--- config.mk ---
export PLATFORM = sky130hd
export DESIGN_NAME = reg_file_wr_arb
export DESIGN_NICKNAME = d
export VERILOG_FILES = /design/src/rtl/reg_file_wr_arb.sv
export SDC_FILE = /design/constraint.sdc
export NUM_CORES = 1
export LEC_CHECK = 0
export BUFFER_PORTS_ARGS = -buffer_cell sky130_fd_sc_hd__buf_2
export CAP_MARGIN = 25
export CORE_MARGIN = 2
export CORE_UTILIZATION = 53
export DETAILED_ROUTE_END_ITERATION = 8
export PLACE_DENSITY = 0.76
export SYNTH_ARGS = -nofsm -noshare
export SYNTH_HDL_FRONTEND = slang
export SYNTH_SLANG_ARGS = --single-unit
--- constraint.sdc ---
create_clock -name clk -period 1.49 [get_ports clk]
set_input_delay 0.149 -clock clk [delete_from_list [all_inputs] [get_ports clk]]
set_output_delay 0.149 -clock clk [all_outputs]
set_load 0.01 [all_outputs]
--- src/rtl/reg_file_wr_arb.sv ---
// ---------------------------------------------------------------------------
// reg_file_wr_arb
//
// Purpose:
//   Two-requester write-port arbiter in front of the 4 x 16-bit register
//   file. Each requester hands over one write (address + data) into its own
//   1-deep holding slot. The slots are drained round-robin onto the single
//   registered write port (wr_en / w_addr / w_data), at most one write per
//   cycle.
//
// Handshake (both requesters):
//   reqK_ready is high exactly when slot K is empty. It is a pure register
//   output with no combinational path from reqK_valid. A transfer happens on a
//   rising clk edge where reqK_valid & reqK_ready. A slot that is being
//   drained at an edge shows ready low during that cycle, so it is never
//   reloaded at the same edge.
//
// Optional feature:
//   RFARB_STATS_EN - when defined, adds the conflict_cnt output. This is a
//                    saturating 8-bit count of cycles in which both slots
//                    are full.
//
// Ports:
//   clk           in   system clock, rising edge
//   rst           in   asynchronous active-low reset
//   req0_valid    in   requester 0 has a write to hand over
//   req0_ready    out  requester 0 slot empty
//   req0_addr     in   requester 0 target register  [ADDR_W]
//   req0_data     in   requester 0 write data       [DATA_W]
//   req1_*             same for requester 1
//   wr_en         out  registered write strobe to the register file
//   w_addr        out  registered write address (holds while wr_en=0)
//   w_data        out  registered write data    (holds while wr_en=0)
//   busy          out  any slot full or wr_en high
//   conflict_cnt  out  contention counter (RFARB_STATS_EN only)
//   dbg_state     out  FSM state (0 = IDLE, 1 = WRITE)
// ---------------------------------------------------------------------------
module reg_file_wr_arb #(
  parameter int DATA_W = 16,
  parameter int ADDR_W = 2
) (
  input  logic              clk,
  input  logic              rst,
  input  logic              req0_valid,
  output logic              req0_ready,
  input  logic [ADDR_W-1:0] req0_addr,
  input  logic [DATA_W-1:0] req0_data,
  input  logic              req1_valid,
  output logic              req1_ready,
  input  logic [ADDR_W-1:0] req1_addr,
  input  logic [DATA_W-1:0] req1_data,
  output logic              wr_en,
  output logic [ADDR_W-1:0] w_addr,
  output logic [DATA_W-1:0] w_data,
  output logic              busy,
`ifdef RFARB_STATS_EN
  output logic [7:0]        conflict_cnt,
`endif
  output logic              dbg_state
);

  typedef enum logic {
    ST_IDLE  = 1'b0,
    ST_WRITE = 1'b1
  } state_t;

  state_t state_q, state_d;

  logic              full0_q, full0_d;
  logic              full1_q, full1_d;
  logic [ADDR_W-1:0] addr0_q, addr0_d;
  logic [ADDR_W-1:0] addr1_q, addr1_d;
  logic [DATA_W-1:0] data0_q, data0_d;
  logic [DATA_W-1:0] data1_q, data1_d;
  logic [ADDR_W-1:0] w_addr_q, w_addr_d;
  logic [DATA_W-1:0] w_data_q, w_data_d;
  logic              prio_q, prio_d;

  logic any_full;
  logic both_full;
  logic gnt0;
  logic gnt1;
  logic acc0;
  logic acc1;

  // Grant decision on the current slot flags. A lone full slot always wins.
  // When both slots are full, prio names the winner.
  always_comb begin
    any_full  = full0_q | full1_q;
    both_full = full0_q & full1_q;
    gnt0      = full0_q & (~full1_q | ~prio_q);
    gnt1      = full1_q & (~full0_q |  prio_q);
    acc0      = req0_valid & ~full0_q;
    acc1      = req1_valid & ~full1_q;
  end

  // Slot, write-port and pointer next state. Accept and drain of the same
  // slot are mutually exclusive: a slot can only be accepted into when empty,
  // and it can only be drained when full.
  always_comb begin
    full0_d  = full0_q;
    full1_d  = full1_q;
    addr0_d  = addr0_q;
    addr1_d  = addr1_q;
    data0_d  = data0_q;
    data1_d  = data1_q;
    w_addr_d = w_addr_q;
    w_data_d = w_data_q;
    prio_d   = prio_q;

    if (acc0) begin
      full0_d = 1'b1;
      addr0_d = req0_addr;
      data0_d = req0_data;
    end
    if (acc1) begin
      full1_d = 1'b1;
      addr1_d = req1_addr;
      data1_d = req1_data;
    end

    if (gnt0) begin
      full0_d  = 1'b0;
      w_addr_d = addr0_q;
      w_data_d = data0_q;
      prio_d   = 1'b1;
    end else if (gnt1) begin
      full1_d  = 1'b0;
      w_addr_d = addr1_q;
      w_data_d = data1_q;
      prio_d   = 1'b0;
    end
  end

  // The FSM state is the write strobe. WRITE is held for as long as a slot is
  // full at each edge.
  always_comb begin
    state_d = state_q;
    case (state_q)
      ST_IDLE:  if (any_full)  state_d = ST_WRITE;
      ST_WRITE: if (!any_full) state_d = ST_IDLE;
      default:  state_d = ST_IDLE;
    endcase
  end

  always_ff @(posedge clk or negedge rst) begin
    if (!rst) begin
      state_q <= ST_IDLE;
    end else begin
      state_q <= state_d;
    end
  end

  always_ff @(posedge clk or negedge rst) begin
    if (!rst) begin
      full0_q  <= 1'b0;
      full1_q  <= 1'b0;
      addr0_q  <= '0;
      addr1_q  <= '0;
      data0_q  <= '0;
      data1_q  <= '0;
      w_addr_q <= '0;
      w_data_q <= '0;
      prio_q   <= 1'b0;
    end else begin
      full0_q  <= full0_d;
      full1_q  <= full1_d;
      addr0_q  <= addr0_d;
      addr1_q  <= addr1_d;
      data0_q  <= data0_d;
      data1_q  <= data1_d;
      w_addr_q <= w_addr_d;
      w_data_q <= w_data_d;
      prio_q   <= prio_d;
    end
  end

`ifdef RFARB_STATS_EN
  logic [7:0] cnt_q, cnt_d;

  always_comb begin
    cnt_d = cnt_q;
    if (both_full && (cnt_q != 8'hFF)) begin
      cnt_d = cnt_q + 8'd1;
    end
  end

  always_ff @(posedge clk or negedge rst) begin
    if (!rst) begin
      cnt_q <= 8'd0;
    end else begin
      cnt_q <= cnt_d;
    end
  end

  assign conflict_cnt = cnt_q;
`else
  // Contention is only observed when the stats counter is built.
  logic unused_both_full;
  assign unused_both_full = both_full;
`endif

  assign req0_ready = ~full0_q;
  assign req1_ready = ~full1_q;
  assign wr_en      = (state_q == ST_WRITE);
  assign w_addr     = w_addr_q;
  assign w_data     = w_data_q;
  assign busy       = full0_q | full1_q | wr_en;
  assign dbg_state  = state_q;

endmodule
==> flow_metrics.py <==
metrics = {
    "power": {
        "power-per-cell-area_nw_per_um2": 1860,
        "leakage_nw": 1.50,
        "power.total_mw": 5.83,
        "ir_drop_uv": 892,
    },
    "run_status": {
        "status": "completed",
    },
    "floorplan": {
        "initial_core_util_pct": 54.8,
        "rows": 25,
        "core_region_area_um2": 4690,
        "die_area_um2": 5430,
        "die_x_um": 73.7,
        "io_pins": 63,
        "die_h_um": 73.7,
    },
    "critical_path": {
        "start_kind": "flip-flop",
        "crit_path_max_incr_delay_ns": 0.40,
        "cp.required_ns": 1.34,
        "cp_data_arrival_time_ns": 1.28,
        "critical_path_class": "reg2out",
        "cp-end-kind": "primary output",
        "path_max_fanout": 8,
        "cp_cell_sequence": "buf_4 -> buf_4 -> inv_1 -> buf_2",
        "rrSetupSlack_ns": 0.07,
        "cpMaxStageDelayCell": "dfrtp_2",
        "crit_top_cell": "buf_4",
    },
    "sta": {
        "timing.fmax_mhz": 700,
        "fin_tns_setup_ns": 0,
        "finalCriticalPeriod_ns": 1.43,
        "fin_worst_skew_ns": 0.00635,
        "setup_viol": 0,
        "slew_viol_final": 0,
        "period_share_pct": 95.9,
        "hold_viol_final": 0,
        "rsz0062_at_grt": "no",
        "tightest_slew_ns": 0.296,
        "relSlewSlack_pct": 80.3,
    },
    "yosys": {
        "synth_area_leaders": "dfrtp_1, mux2_4, mux2_2",
        "synth_area_leader_cell": "dfrtp_1",
        "synth_cell_types": 20,
        "seq_area_frac_synth_pct": 56.4,
        "syn_inst": 173,
        "syn_nets": 213,
        "ys_ff_latch": 58,
        "synth_top_area_share_pct": 56.4,
        "synth_area_per_cell_um2": 14.9,
        "synth_area_um2": 2570,
        "yosys_warnings": 0,
    },
    "global_routing": {
        "grt.overflow.total": 0,
        "grt_pass1_wl_mm": 8.07,
        "grt_pass1_vias": 1674,
        "track_usage_pct": 20.8,
        "antenna_found_initial": 0,
        "grt_max_degree": 59,
    },
    "finish": {
        "nets": 287,
        "fin_util_pct": 66.7,
        "multi_input_area_um2": 1000,
        "fin_cells": 305,
        "postLayoutCellArea_um2": 3130,
        "drive_gt1_share_pct": 57.8,
        "layout-area-overhead-vs-synth_pct": 21.6,
        "final.fill_count": 357,
        "seq_area_um2": 1450,
        "diodes": 0,
    },
    "route": {
        "vias_per_cell": 5.48,
        "wire_per_inst_um": 16.7,
        "antenna_left": 0,
        "wirelength_mm": 5.11,
        "drcViolationCount": 0,
        "vias": 1672,
        "dr.first_iter.drc_count": 81,
        "firstDrtPassIters": 4,
    },
    "cts": {
        "clkLatencyLatePin_ns": 0.33,
        "cts_tree": "yes",
        "clockBufferDepth": 2,
        "htreeDepth": 3,
        "clockRootBuffer": "clkbuf_8",
        "cts-buffers-inserted": 9,
        "cts.clk_slew.worst_paths_ns": 0.06,
        "cts.sinks": 58,
    },
    "job": {
        "maxCapViolCount": 0,
    },
    "place": {
        "post-dp-hpwl_mm": 3.46,
        "gp_congestion": 0.743,
        "post_dp_cell_area_um2": 2940,
        "placed_cells_incl_taps": 287,
        "port_buffers": 62,
    },
    "min_path": {
        "hp-class": "in2reg",
    },
}
synthesized netlist by cell type, drive strengths merged:
library cell / n
clkbuf: 2
or3: 1
dfrtp: 58
nor2b: 2
buf: 11
o221a: 18
nand2: 20
inv: 3
o21ai: 1
a31o: 1
nand2b: 1
o21bai: 1
mux2i: 18
mux2: 36
flip-flops by register name (all words and copies together), names as in the netlist:
register,count
addr1_q,2
addr0_q,2
data1_q,16
prio_q,1
full0_q,1
w_addr,2
w_data,16
dbg_state,1
full1_q,1
data0_q,16
layer usage:
layer | GRT usage, % | vias to the layer above | wire [µm]
met2 | 31.7 | 52 | 2390
met4 | 11.5 | 0 | 96
li1 | - | 776 | -
met5 | 0 | - | 0
met1 | 27.6 | 835 | 2390
met3 | 4.66 | 9 | 237
path summary, 6_finish.rpt:
kind                              start          end  cells past startpoint
max                             full0_q   req0_ready                      4
min                        req1_addr[1]   addr1_q[1]                      2
max reg2reg                     full0_q   data0_q[4]                      4
min reg2reg                 data1_q[11]  data1_q[11]                      1
max in group asynchronous           rst      full0_q                      3
min in group asynchronous           rst    w_addr[1]                      3
area by class of cell:
class                      instances  share of cell area [%]
timing repair buffer              76                    14.4
clock buffer                      15                    4.68
inverter                           3                   0.360
tap                               54                    2.16
multi-input combinational         99                    32.0
sequential                        58                    46.4
through the flow:
| step | hold slack (ns) | setup WS [ns] |
|---|---|---|
| after floorplan | -0.147 | 0.199 |
| after global placement | 0.175 | 0.159 |
| after detailed placement | 0.172 | 0.121 |
| after CTS | 0.0398 | 0.0428 |
| after global routing | 0.0372 | 0.0143 |
| final | 0.0472 | 0.0607 |
power breakdown:
part           switching (mW)  internal (mW)
Sequential              0.390           2.16
Combinational           0.934           1.21
Clock                   0.540          0.598
cells in the final DEF, fill, tap and decap left out:
cell type	count
buf_2	61
dfrtp_1	57
nand2_1	19
mux2_4	18
mux2_2	18
mux2i_1	18
o221a_2	18
buf_4	11
clkbuf_8	9
clkbuf_1	6
inv_1	3
buf_12	2
or3_4	1
nand2b_2	1
nor2b_2	1
o21bai_1	1
nand2_4	1
nor2b_4	1
o21ai_0	1
a31o_2	1
dfrtp_2	1
dlygate4sd3_1	1
buf_6	1
worst max-delay path: cells and delay by family (launching register included):
kind / cells / cell delay, ns
buffers and inverters: 4 / 0.56
DFF: 1 / 0.40
cell families (layout without fill, tap and decap cells):
group	count (synthesis)	after routing	synth area share, %
compound gates	21	21	8.71
flops	58	58	56.4
simple gates	24	24	4.52
mux	54	54	25.4
buf+inv	16	94	4.96
what timing repair did:
item | in CTS | in global routing
hold endpoints to repair | 58 | 0
hold buffers | 1 | 0
pin swaps | 0 | 0
buffers inserted | 2 | 0
gates resized for setup | 3 | 1
setup endpoints to repair | 1 | 18
(Power assumes the default switching activity.)
